===== config.mk =====
export PLATFORM = sky130hd
export DESIGN_NAME = lane_serializer_flat
export DESIGN_NICKNAME = d
export VERILOG_FILES = /design/src/rtl/lane_serializer_pkg.sv /design/src/rtl/lane_serializer_if.sv /design/src/rtl/lane_idx_counter.sv /design/src/rtl/lane_serializer.sv /design/src/flat_wrapper.sv
export SDC_FILE = /design/constraint.sdc
export NUM_CORES = 1
export LEC_CHECK = 0
export BUFFER_PORTS_ARGS = -buffer_cell sky130_fd_sc_hd__buf_2
export CORE_ASPECT_RATIO = 0.8
export CORE_MARGIN = 5
export CORE_UTILIZATION = 47
export DETAILED_ROUTE_END_ITERATION = 12
export MAX_ROUTING_LAYER = met4
export PLACE_DENSITY_LB_ADDON = 0.08
export SETUP_SLACK_MARGIN = 0.05
export SLEW_MARGIN = 20
export SYNTH_ARGS = -nofsm -noshare
export SYNTH_HDL_FRONTEND = slang
export SYNTH_SLANG_ARGS = --single-unit

===== constraint.sdc =====
create_clock -name clk -period 1.6 [get_ports clk]
set_input_delay 0.32 -clock clk [delete_from_list [all_inputs] [get_ports clk]]
set_output_delay 0.32 -clock clk [all_outputs]
set_load 0.02 [all_outputs]

===== src/rtl/lane_serializer_pkg.sv =====
// Shared types, default widths and index-width helper for the lane serializer
// and its companion lane index counter.
package lane_serializer_pkg;

  typedef enum logic {
    IDLE  = 1'b0,
    DRAIN = 1'b1
  } ser_state_t;

  localparam int LANES_DEF  = 4;
  localparam int LANE_W_DEF = 64;

  function automatic int idx_w(input int n);
    return $clog2(n);
  endfunction

endpackage


===== src/rtl/lane_serializer_if.sv =====
// Parallel-in / single-lane-out bus of the lane serializer.
// A transfer happens on a rising clk edge where valid && ready; a source holds
// valid and its payload stable until ready, and ready may depend on valid.
interface lane_serializer_if
  import lane_serializer_pkg::*;
#(
  parameter int N = LANES_DEF,
  parameter int W = LANE_W_DEF
);

   logic                  in_valid;
   logic                  in_ready;
   logic [W-1:0]          in_data [N];
   logic                  out_valid;
   logic                  out_ready;
   logic [W-1:0]          out_data;
   logic [idx_w(N)-1:0]   out_idx;
   logic                  out_last;

   modport slave (
      input  in_valid, in_data, out_ready,
      output in_ready, out_valid, out_data, out_idx, out_last
   );

   modport master (
      output in_valid, in_data, out_ready,
      input  in_ready, out_valid, out_data, out_idx, out_last
   );

endinterface


===== src/rtl/lane_idx_counter.sv =====
// Lane index counter: counts 0..N-1 and wraps to 0, so non-power-of-2 lane
// counts never reach the unused codes. Shared with the deserializer.
module lane_idx_counter
  import lane_serializer_pkg::*;
#(
  parameter int N = LANES_DEF
) (
   input  logic                clk,
   input  logic                rst_n,
   input  logic                clr,
   input  logic                inc,
   output logic [idx_w(N)-1:0] idx,
   output logic                last
);

   localparam int IW = idx_w(N);

   logic [IW-1:0] r_idx;

   assign idx  = r_idx;
   assign last = (r_idx == IW'(N - 1));

   // clr wins over inc so a reload on the final beat restarts at lane 0
   always_ff @(posedge clk or negedge rst_n) begin
      if (!rst_n) begin
         r_idx <= '0;
      end else if (clr) begin
         r_idx <= '0;
      end else if (inc) begin
         r_idx <= last ? '0 : r_idx + 1'b1;
      end
   end

endmodule


===== src/rtl/lane_serializer.sv =====
// Drains an N-lane parallel array one lane per beat, lane 0 first, with
// back-to-back reload on the final beat so the output never bubbles.
module lane_serializer
  import lane_serializer_pkg::*;
#(
  parameter int N = LANES_DEF,
  parameter int W = LANE_W_DEF
) (
   input  logic                clk,
   input  logic                rst_n,
   lane_serializer_if.slave    bus,
   output ser_state_t          o_dbg_state
);

   localparam int IW = idx_w(N);

   if (N < 2) begin : g_bad_lanes
      $error("lane_serializer: N must be at least 2");
   end

   ser_state_t     r_state;
   logic [W-1:0]   r_buf [N];
   logic [IW-1:0]  w_idx;
   logic           w_last;
   logic           w_accept;
   logic           w_beat;

   assign bus.out_valid = (r_state == DRAIN);
   assign bus.out_last  = bus.out_valid && w_last;
   assign bus.out_data  = r_buf[w_idx];
   assign bus.out_idx   = w_idx;

   // Reload is only allowed while the last lane is leaving this very cycle
   assign bus.in_ready  = rst_n && ((r_state == IDLE) || (bus.out_last && bus.out_ready));

   assign w_accept      = bus.in_valid && bus.in_ready;
   assign w_beat        = bus.out_valid && bus.out_ready;
   assign o_dbg_state   = r_state;

   lane_idx_counter #(.N(N)) u_idx (
      .clk   (clk),
      .rst_n (rst_n),
      .clr   (w_accept),
      .inc   (w_beat),
      .idx   (w_idx),
      .last  (w_last)
   );

   always_ff @(posedge clk or negedge rst_n) begin
      if (!rst_n) begin
         r_state <= IDLE;
         for (int i = 0; i < N; i++) begin
            r_buf[i] <= '0;
         end
      end else begin
         if (w_accept) begin
            r_state <= DRAIN;
            r_buf   <= bus.in_data;
         end else if (w_beat && w_last) begin
            r_state <= IDLE;
         end
      end
   end

endmodule


===== src/flat_wrapper.sv =====
// flat-port wrapper written by rule: the top's interface ports become plain ports
module lane_serializer_flat import lane_serializer_pkg::*;
#(
  parameter int N = LANES_DEF,
  parameter int W = LANE_W_DEF
)
  (clk, rst_n, o_dbg_state, bus_in_valid, bus_in_data, bus_out_ready, bus_in_ready, bus_out_valid, bus_out_data, bus_out_idx, bus_out_last);
  lane_serializer_if #(.N(N), .W(W)) bus_i ();
  input  logic clk;
  input  logic rst_n;
  output ser_state_t o_dbg_state;
  input wire logic [$bits(bus_i.in_valid)-1:0] bus_in_valid;
  input wire logic [$bits(bus_i.in_data)-1:0] bus_in_data;
  input wire logic [$bits(bus_i.out_ready)-1:0] bus_out_ready;
  output wire logic [$bits(bus_i.in_ready)-1:0] bus_in_ready;
  output wire logic [$bits(bus_i.out_valid)-1:0] bus_out_valid;
  output wire logic [$bits(bus_i.out_data)-1:0] bus_out_data;
  output wire logic [$bits(bus_i.out_idx)-1:0] bus_out_idx;
  output wire logic [$bits(bus_i.out_last)-1:0] bus_out_last;
  assign bus_i.in_valid = bus_in_valid;
  assign bus_i.in_data = {>>{bus_in_data}};
  assign bus_i.out_ready = bus_out_ready;
  assign bus_in_ready = bus_i.in_ready;
  assign bus_out_valid = bus_i.out_valid;
  assign bus_out_data = bus_i.out_data;
  assign bus_out_idx = bus_i.out_idx;
  assign bus_out_last = bus_i.out_last;
  lane_serializer #(.N(N), .W(W)) u_core (.clk(clk), .rst_n(rst_n), .bus(bus_i), .o_dbg_state(o_dbg_state));
endmodule

==> results of run 1 <==
==> cell families after synthesis <==
kind of cell | Yosys count
mux | 321
flops | 259
buf+inv | 43
simple gates | 11
compound gates | 2
fa+ha+maj | 1
==> worst min-delay path by stage <==
stage | endpoint | slack (ns) | cells past startpoint
finish | u_core.r_buf[57]$_DFFE_PN0P_ | -0.0006 | 3
global route | u_core.r_buf[9]$_DFFE_PN0P_ | 0.002 | 2
CTS | u_core.r_buf[9]$_DFFE_PN0P_ | 0.0001 | 2
detailed placement | u_core.r_buf[37]$_DFFE_PN0P_ | 0.48 | 1
global placement | u_core.r_buf[37]$_DFFE_PN0P_ | 0.46 | 1
floorplan | u_core.bus.out_valid$_DFFE_PN0P_ | 0.02 | 0
==> cells in the mapped netlist <==
| cell type | number |
|---|---|
| sky130_fd_sc_hd__dfrtp_1 | 259 |
| sky130_fd_sc_hd__mux2_4 | 200 |
| sky130_fd_sc_hd__mux4_2 | 64 |
| sky130_fd_sc_hd__mux2_2 | 55 |
| sky130_fd_sc_hd__buf_12 | 22 |
| sky130_fd_sc_hd__buf_4 | 8 |
| sky130_fd_sc_hd__clkbuf_1 | 6 |
| sky130_fd_sc_hd__nand2_1 | 6 |
| sky130_fd_sc_hd__buf_2 | 4 |
| sky130_fd_sc_hd__buf_6 | 3 |
| sky130_fd_sc_hd__and2_1 | 2 |
| sky130_fd_sc_hd__nor2_1 | 2 |
| sky130_fd_sc_hd__a21oi_1 | 1 |
| sky130_fd_sc_hd__a21oi_4 | 1 |
| sky130_fd_sc_hd__ha_1 | 1 |
| sky130_fd_sc_hd__mux2_1 | 1 |
| sky130_fd_sc_hd__mux2i_1 | 1 |
| sky130_fd_sc_hd__nand3_1 | 1 |
==> stage by stage <==
step                      utilization, %  instances  hold slack (ns)
after global placement             56.19       1311           0.4622
after global routing               66.90       1436         0.001766
after floorplan                        -        637          0.02441
after CTS                          65.15       1410       0.00009637
final                              66.91       1437       -0.0006017
after detailed placement           56.19       1311           0.4795
==> registers in the layout, summed over array words and instances (netlist names) <==
| name | count |
|---|---|
| u_core.bus.out_valid | 1 |
| u_core.r_buf | 256 |
| u_core.u_idx.idx | 2 |
==> power breakdown <==
group	internal (mW)	switching, mW	total [mW]
registers	9.88	1.94	11.8
logic	11.2	6.97	18.2
clock network	4.15	2.59	6.74
total	25.3	11.5	36.8
==> what timing repair did <==
item | 4_1_cts | 5_1_grt
gates cloned | 27 | 6
pin swaps | 0 | 0
hold buffers | 1 | 2
setup buffers | 22 | 7
endpoints found under the setup margin | 326 | 328
gates resized for setup | 67 | 62
endpoints found under the hold margin | 1 | 2
==> final cells by class <==
type	instances	area, um^2
fillers	1767	8418
flip-flops and latches	259	6486
multi-input cells	335	5202
repair buffers	431	3904
clock buffers	40	814.5
well taps	351	439.2
clock inverters	9	145.1
diodes	12	30.03
==> routing by layer <==
metal  GRT usage (%)  vias to the layer above  share of wire (%)
met4           4.821                        0                1.9
met1           31.20                     3856                 43
met3           6.039                       40                7.9
met5               -                        -                  0
li1                -                     3255                  -
met2           34.91                      297                 47
==> worst max-delay path: cells and delay by family (launching register included) <==
kind	cells	cell delay, ns
muxes	1	0.53
buffers and inverters	3	0.50
DFF	1	0.44
==> qor.yml, run 1 <==
status:
  status: "finished with violations"
  failed_checks: "hold timing, setup timing"
sta:
  finalMaxSlewViolations: 0
  setup_viol_count_final: 326
  final_total_negative_setup_slack_ns: -170.74
  worst_clock_skew_ns: 0.01220
  timing_worst_slew_pin_value_ns: 0.7058
  finalHoldViolCount: 1
  max_freq_mhz: 431.6
  slew_headroom_pct: 52.95
  worst_hold_slack_ns: -0.0006017
  finalWorstPathRequiredPeriod_ns: 2.317
  fraction_of_the_cycle_the_final_worst_path_needs_pct: 144.8
  unrepaired_setup_endpoints_after_global_routing: "true"
  setup_slack_ns: -0.7172
drt:
  drtAntennaViolNets: 0
  routed_via_density: 5.183
  total_wire_length_mm: 33.16
  routed_wire_length_per_instance_um: 23.07
  starting_drc_count_in_detailed_routing: 292
  routed-via-count: 7448
  drtPass1Iterations: 4
  route.detailed.drc: 0
cts:
  worst_skew_pair_later_pin_latency_ns: 0.53
  clock_path_buffers: 3
  clock-sinks: 259
  num_cts_buffers: 27
  cts.clk_slew.worst_paths_ns: 0.06
  htree_levels: 1
  cts_tree: "done"
  clock_tree.root_cell: "sky130_fd_sc_hd__clkbuf_16"
logic_synthesis:
  synthMuxAreaShare_pct: 41.60
  ys_types: 18
  post_synthesis_share_of_cell_area_spent_on_xor_and_xnor_gates_pct: 0
  ys_seq_area_share_pct: 53.02
  synth_top_family_by_area: "multiplexers"
  syn-mean-instance-area_um2: 19.19
  synth_largest_area_cell: "sky130_fd_sc_hd__dfrtp_1"
  mappedNetlistNets: 898
  synth_warnings: 0
  netlist_area_mm2: 0.01222
  adder_and_majority_cell_fraction_of_the_synthesized_area_pct: 0.1024
  synth_compound_area_share_pct: 0.1740
  synth_seq_cells: 259
  post_synth_and_or_nand_nor_area_fraction_pct: 0.3889
  synth_top_cells_by_area: "sky130_fd_sc_hd__dfrtp_1 (53%), sky130_fd_sc_hd__mux2_4 (25%), sky130_fd_sc_hd__mux4_2 (12%)"
  synthesis.instances: 637
  netlist.area_leader.share_pct: 53.02
floorplanning:
  core_area_mm2: 0.02544
  die_height_um: 154.2
  initial_core_util_pct: 48.05
  top_level_ports: 330
  design.die.area_mm2: 0.02935
  std_cell_rows: 52
  floorplan.die.width_um: 190.3
worst_setup_path:
  timing.rr.start: "u_core.u_idx.idx[0]$_DFFE_PN0P_"
  setup.worst_path.class: "register to output pin"
  crit_arrival_ns: 2.00
  critical_path.slowest_cell: "sky130_fd_sc_hd__mux4_2"
  rr_worst_depth: 11
  worst-endpoint-required_ns: 1.28
  cp-start-kind: "register"
  worst_path_largest_cell_delay_ns: 0.53
  crit_path_max_fanout: 8
  crit_path_start: "u_core.u_idx.idx[0]$_DFFE_PN0P_"
  cp_cell_sequence: "buf_8 > clkbuf_16 > mux4_2 > buf_6"
  timing_endpoint_of_the_critical_path: "bus_out_data[15]"
  critPathCaptureType: "output pin"
  r2r_end: "u_core.r_buf[137]$_DFFE_PN0P_"
  regToRegSetupSlack_ns: -0.58
global_route:
  groute.usage.overall_pct: 22.81
  globalRoute.totalOverflow: 0
  initial_antenna_violation_count: 11
  grt_pass1_wl_mm: 51.03
  grt_pass1_vias: 8671
  grt_max_degree: 132
placed_design:
  preCtsSetupSlack_ns: -0.2564
  dp_hpwl_mm: 21.43
  gpl.final_weighted_congestion: 0.8626
  portBuffers: 329
  postPlaceCellArea_mm2: 0.01430
finish:
  layout.cell_area.non_filler_mm2: 0.01702
  post_route_cells_drive_above_1_share_pct: 74.39
  most-common-layout-cells: "sky130_fd_sc_hd__buf_2 (287), sky130_fd_sc_hd__dfrtp_1 (257), sky130_fd_sc_hd__mux2_4 (203)"
  design.final.nets: 1315
  mostFrequentLayoutCell: "sky130_fd_sc_hd__buf_2"
  layout-area-overhead-vs-synth_pct: 39.24
pwr:
  fin_total_pwr_mw: 36.76
  p_leak_nw: 7.968
  largest_vdd_supply_drop_v: 0.001071
  p_per_area_mw_per_mm2: 2160
flow_run:
  max-cap-violations: 0
hold_path:
  hold_path_class: "primary input to async pin"
No activity file was read; power rests on OpenSTA's default activity.
==> inputs of run 2 (changes only) <==
Settings changed: BUFFER_PORTS_ARGS -buffer_cell sky130_fd_sc_hd__buf_2 to -buffer_cell sky130_fd_sc_hd__buf_4.
==> run 2 against run 1 <==
  * The flow still finishes with violations (hold timing, setup timing)
  * Largest power group unchanged
  * Sequential power about the same
  * Clock power shrank 3.3%
  * Die area stayed put
  * Via count increased by 7.6%
  * Core utilization up 8.7 points
  * Total power increased by 3.4%
  * Non-clock buffer count rose by 141
  * Global-route usage grew 0.35 points
  * First-iteration DRC count shrank 0.34%
  * Combinational power grew 8%
  * Cell count rose by 9.2%
==> qor.yml, run 2 (synthesis results as in run 1) <==
placed_design:
  postPlaceCellArea_mm2: 0.01519
  preCtsSetupSlack_ns: -0.3026
  dp_hpwl_mm: 22.21
  portBuffers: 329
  gpl.final_weighted_congestion: 0.8626
  dp.cells: 1319
worst_setup_path:
  worst_path_dominant_cell_family: "multiplexers"
  critPathCaptureType: "output pin"
  crit_arrival_ns: 2.03
  setup.worst_path.class: "register to output pin"
  critical_path.slowest_cell: "sky130_fd_sc_hd__mux4_2"
  crit_path_max_fanout: 9
  worst_path_largest_cell_delay_ns: 0.52
  cp-start-kind: "register"
  cp_cell_sequence: "buf_8 > buf_16 > mux4_2 > buf_4"
  worst-endpoint-required_ns: 1.28
  critPathBufInv: 3
finish:
  registers.top_by_ff_count: "u_core.r_buf"
  design.final.nets: 1457
  finalNonFillerCells: 1569
  largest_reg_flops: 256
  post_route_cells_drive_above_1_share_pct: 66.34
  most-common-layout-cells: "sky130_fd_sc_hd__buf_4 (290), sky130_fd_sc_hd__dfrtp_1 (257), sky130_fd_sc_hd__mux2_4 (242)"
  mostFrequentLayoutCell: "sky130_fd_sc_hd__buf_4"
  layout.cell_area.non_filler_mm2: 0.01923
  layout-area-overhead-vs-synth_pct: 57.34
  postLayoutCoreUtil_pct: 75.61
  fill_cells: 1478
sta:
  fraction_of_the_cycle_the_final_worst_path_needs_pct: 146.8
  max_freq_mhz: 425.7
  finalHoldViolCount: 22
  timing_worst_slew_pin_value_ns: 0.7510
  slew_headroom_pct: 49.93
  finalMaxSlewViolations: 0
  setup_viol_count_final: 324
  setup_slack_ns: -0.7488
  unrepaired_setup_endpoints_after_global_routing: "true"
  final_total_negative_setup_slack_ns: -133.04
  worst_hold_slack_ns: -0.04095
  worst_clock_skew_ns: 0.007546
  finalWorstPathRequiredPeriod_ns: 2.349
global_route:
  initial_antenna_violation_count: 3
  grt_pass1_vias: 9020
  groute.usage.overall_pct: 23.16
  grt_pass1_wl_mm: 52.05
  globalRoute.totalOverflow: 0
  grt_max_degree: 142
floorplanning:
  top_level_ports: 330
  core_area_mm2: 0.02544
  die_height_um: 154.2
  design.die.area_mm2: 0.02935
  std_cell_rows: 52
  floorplan.die.width_um: 190.3
  initial_core_util_pct: 48.05
drt:
  routed_wire_length_per_instance_um: 22.92
  drtPass1Iterations: 4
  total_wire_length_mm: 35.96
  route.detailed.drc: 0
  drtAntennaViolNets: 0
  routed_via_density: 5.107
  routed-via-count: 8013
  starting_drc_count_in_detailed_routing: 291
pwr:
  p_per_area_mw_per_mm2: 1976
  p_leak_nw: 8.852
  fin_total_pwr_mw: 38.01
  largest_vdd_supply_drop_v: 0.001233
status:
  failed_checks: "hold timing, setup timing"
  status: "finished with violations"
flow_run:
  max-cap-violations: 0
hold_path:
  hold_path_class: "primary input to async pin"
cts:
  worst_skew_pair_later_pin_latency_ns: 0.53
  htree_levels: 1
  num_cts_buffers: 28
  cts.clk_slew.worst_paths_ns: 0.06
  cts_tree: "done"
  clock-sinks: 259
  clock_path_buffers: 3
  clock_tree.root_cell: "sky130_fd_sc_hd__clkbuf_16"
==> run 2: changes by cell type in the layout (fill, tap and decap cells not counted), sizes merged <==
cell / change
buf: +9
clkbuf: +4
bufbuf: -14
clkinvlp: +1
dlygate4sd3: +139
bufinv: -2
diode: -9
clkinv: +4
==> run 2: area by class of cell <==
class	count	area (um^2)	share of cell area, %
multi-input cells	335	5363	27.88
well taps	351	439.2	2.283
flip-flops and latches	259	6486	33.72
clock inverters	12	112.6	0.5855
repair buffers	572	6020	31.30
clock buffers	37	805.8	4.189
diodes	3	7.507	0.03903
==> run 2: metal layers <==
layer	vias to the layer above	routed length [um]	GRT usage, %
li1	3508	-	-
met1	4165	15430	31.15
met2	290	17340	36.31
met3	50	2489	5.791
met4	0	705	4.821
met5	-	0	-
==> run 2: worst paths after layout <==
path / start / to / slack, ns / cells after the start
hold reg to reg: u_core.r_buf[105]$_DFFE_PN0P_ / u_core.r_buf[105]$_DFFE_PN0P_ / 0.50 / 1
max in group asynchronous: rst_n / u_core.u_idx.idx[0]$_DFFE_PN0P_ / 0.97 / 3
hold / removal: rst_n / u_core.r_buf[57]$_DFFE_PN0P_ / -0.04 / 3
setup / recovery: u_core.u_idx.idx[0]$_DFFE_PN0P_ / bus_out_data[45] / -0.75 / 4
setup reg to reg: u_core.u_idx.idx[0]$_DFFE_PN0P_ / u_core.r_buf[144]$_DFFE_PN0P_ / -0.43 / 9
min in group clk: bus_in_data[253] / u_core.r_buf[253]$_DFFE_PN0P_ / 0.02 / 2
==> run 2: what timing repair did <==
action,in CTS,in global routing
setup buffers,8,20
setup endpoints to repair,326,328
pin swaps,1,4
hold buffers,137,5
hold endpoints to repair,137,5
gates resized for setup,49,120
gates cloned,17,14
==> run 2: report_power, final <==
part	internal (mW)	leakage (nW)	switching (mW)	total (mW)
Combinational	12.3	5.28	7.33	19.6
Clock	3.84	0.460	2.68	6.52
Sequential	9.88	3.11	2.02	11.9
==> run 2: worst min-delay path, cell delays in order <==
cell and delay (ns):
sky130_fd_sc_hd__buf_8 0.07, sky130_fd_sc_hd__buf_4 0.13, sky130_fd_sc_hd__buf_12 0.43
==> inputs of run 3 (changes only) <==
Settings changed: CORE_UTILIZATION 47 to 48.
==> run 3 against run 2 <==
  * The run ends with setup timing left
  * Combinational power about the same
  * Register-to-register slack got worse by 0.15 ns
  * Critical path depth unchanged
  * Critical path type unchanged
  * Critical endpoint is now bus_out_data[53]
  * Largest power group unchanged
==> qor.yml, run 3 (synthesis results as in run 1) <==
drt:
  routed_via_density: 5.282
  drtAntennaViolNets: 0
  starting_drc_count_in_detailed_routing: 337
  routed-via-count: 7823
  total_wire_length_mm: 34.87
  routed_wire_length_per_instance_um: 23.54
  drtPass1Iterations: 4
  route.detailed.drc: 0
hold_path:
  hold_path_class: "primary input to async pin"
sta:
  setup_viol_count_final: 326
  finalHoldViolCount: 0
  timing_worst_slew_pin_value_ns: 0.7769
  worst_clock_skew_ns: 0.01826
  setup_slack_ns: -0.7451
  max_freq_mhz: 426.4
  slew_headroom_pct: 48.21
  fraction_of_the_cycle_the_final_worst_path_needs_pct: 146.6
  finalWorstPathRequiredPeriod_ns: 2.345
  final_total_negative_setup_slack_ns: -163.89
  unrepaired_setup_endpoints_after_global_routing: "true"
  finalMaxSlewViolations: 0
cts:
  cts_tree: "done"
  clock_tree.root_cell: "sky130_fd_sc_hd__clkbuf_16"
  clock-sinks: 259
  htree_levels: 1
  num_cts_buffers: 28
  worst_skew_pair_later_pin_latency_ns: 0.54
  clock_path_buffers: 3
  cts.clk_slew.worst_paths_ns: 0.06
global_route:
  grt_pass1_wl_mm: 51.60
  grt_pass1_vias: 8901
  groute.usage.overall_pct: 23.21
  grt_max_degree: 133
  globalRoute.totalOverflow: 0
  initial_antenna_violation_count: 1
floorplanning:
  floorplan.die.width_um: 188.4
  top_level_ports: 330
  std_cell_rows: 52
  initial_core_util_pct: 48.55
  die_height_um: 152.7
  design.die.area_mm2: 0.02878
  core_area_mm2: 0.02518
pwr:
  p_per_area_mw_per_mm2: 2027
  fin_total_pwr_mw: 37.90
  largest_vdd_supply_drop_v: 0.001123
  p_leak_nw: 8.628
status:
  failed_checks: "setup timing"
  status: "finished with violations"
finish:
  most-common-layout-cells: "sky130_fd_sc_hd__buf_4 (272), sky130_fd_sc_hd__dfrtp_1 (257), sky130_fd_sc_hd__mux2_4 (253)"
  fill_cells: 1519
  design.final.nets: 1399
  post_route_cells_drive_above_1_share_pct: 68.77
  largest_reg_flops: 256
  mostFrequentLayoutCell: "sky130_fd_sc_hd__buf_4"
  registers.top_by_ff_count: "u_core.r_buf"
  layout-area-overhead-vs-synth_pct: 52.95
placed_design:
  gpl.final_weighted_congestion: 0.8555
  preCtsSetupSlack_ns: -0.2519
  dp_hpwl_mm: 21.27
  portBuffers: 329
worst_setup_path:
  crit_arrival_ns: 2.03
  crit_path_max_fanout: 10
  critPathCaptureType: "output pin"
  setup.worst_path.class: "register to output pin"
  cp-start-kind: "register"
  worst-endpoint-required_ns: 1.28
flow_run:
  max-cap-violations: 0
run 3: where the power goes:
part           leakage (nW)  internal, mW  switching [mW]
Sequential             3.11          9.89            2.00
Clock                 0.438          3.76            2.61
Combinational          5.08          12.4            7.28
run 3: through the flow:
stage | std cells | hold WS [ns] | area (um^2) | utilization, %
finish | 1481 | 0.009025 | 18700 | 74.25
global route | 1481 | 0.0003321 | 18700 | 74.25
CTS | 1454 | 0.00004846 | 18050 | 71.71
detailed placement | 1280 | 0.4813 | 15020 | 59.64
global placement | 1280 | 0.4656 | 15020 | 59.64
floorplan | 637 | 0.02441 | 12330 | -
run 3: path summary, 6_finish.rpt:
path	startpoint	end	slack (ns)	cells past startpoint
min in group clk	bus_in_data[193]	u_core.r_buf[193]$_DFFE_PN0P_	0.02	2
max in group asynchronous	rst_n	u_core.r_buf[24]$_DFFE_PN0P_	0.97	3
max	u_core.u_idx.idx[0]$_DFFE_PN0P_	bus_out_data[53]	-0.75	4
min	rst_n	u_core.r_buf[185]$_DFFE_PN0P_	0.009	3
max reg2reg	u_core.u_idx.idx[0]$_DFFE_PN0P_	u_core.r_buf[176]$_DFFE_PN0P_	-0.58	11
min reg2reg	u_core.r_buf[106]$_DFFE_PN0P_	u_core.r_buf[106]$_DFFE_PN0P_	0.50	1
run 3: critical path: stages (launching register included):
cell	delay [ns]
sky130_fd_sc_hd__dfrtp_4	0.45
sky130_fd_sc_hd__buf_12	0.14
sky130_fd_sc_hd__buf_12	0.16
sky130_fd_sc_hd__mux4_2	0.57
sky130_fd_sc_hd__buf_6	0.16
run 3: area by class of cell:
cell class	count	area, um^2	area share [%]
diodes	1	2.502	0.01338
clock buffers	41	800.8	4.283
clock inverters	7	88.84	0.4751
multi-input cells	335	5409	28.93
flip-flops and latches	259	6489	34.71
well taps	324	405.4	2.168
repair buffers	514	5502	29.43
run 3: metal layers:
layer	vias up	global-route usage [%]	share of wire, %
met5	-	-	0
li1	3395	-	-
met4	0	5.654	2.4
met3	58	5.108	6.2
met1	4106	30.61	43
met2	264	37.18	49
run 3: repair_timing:
item                                   CTS  global route
cloned                                  26             8
resized for setup                       93           126
setup endpoints to repair              325           328
hold buffers                            86             2
pin swaps                                2             5
buffers inserted                        14            29
endpoints found under the hold margin   86             2
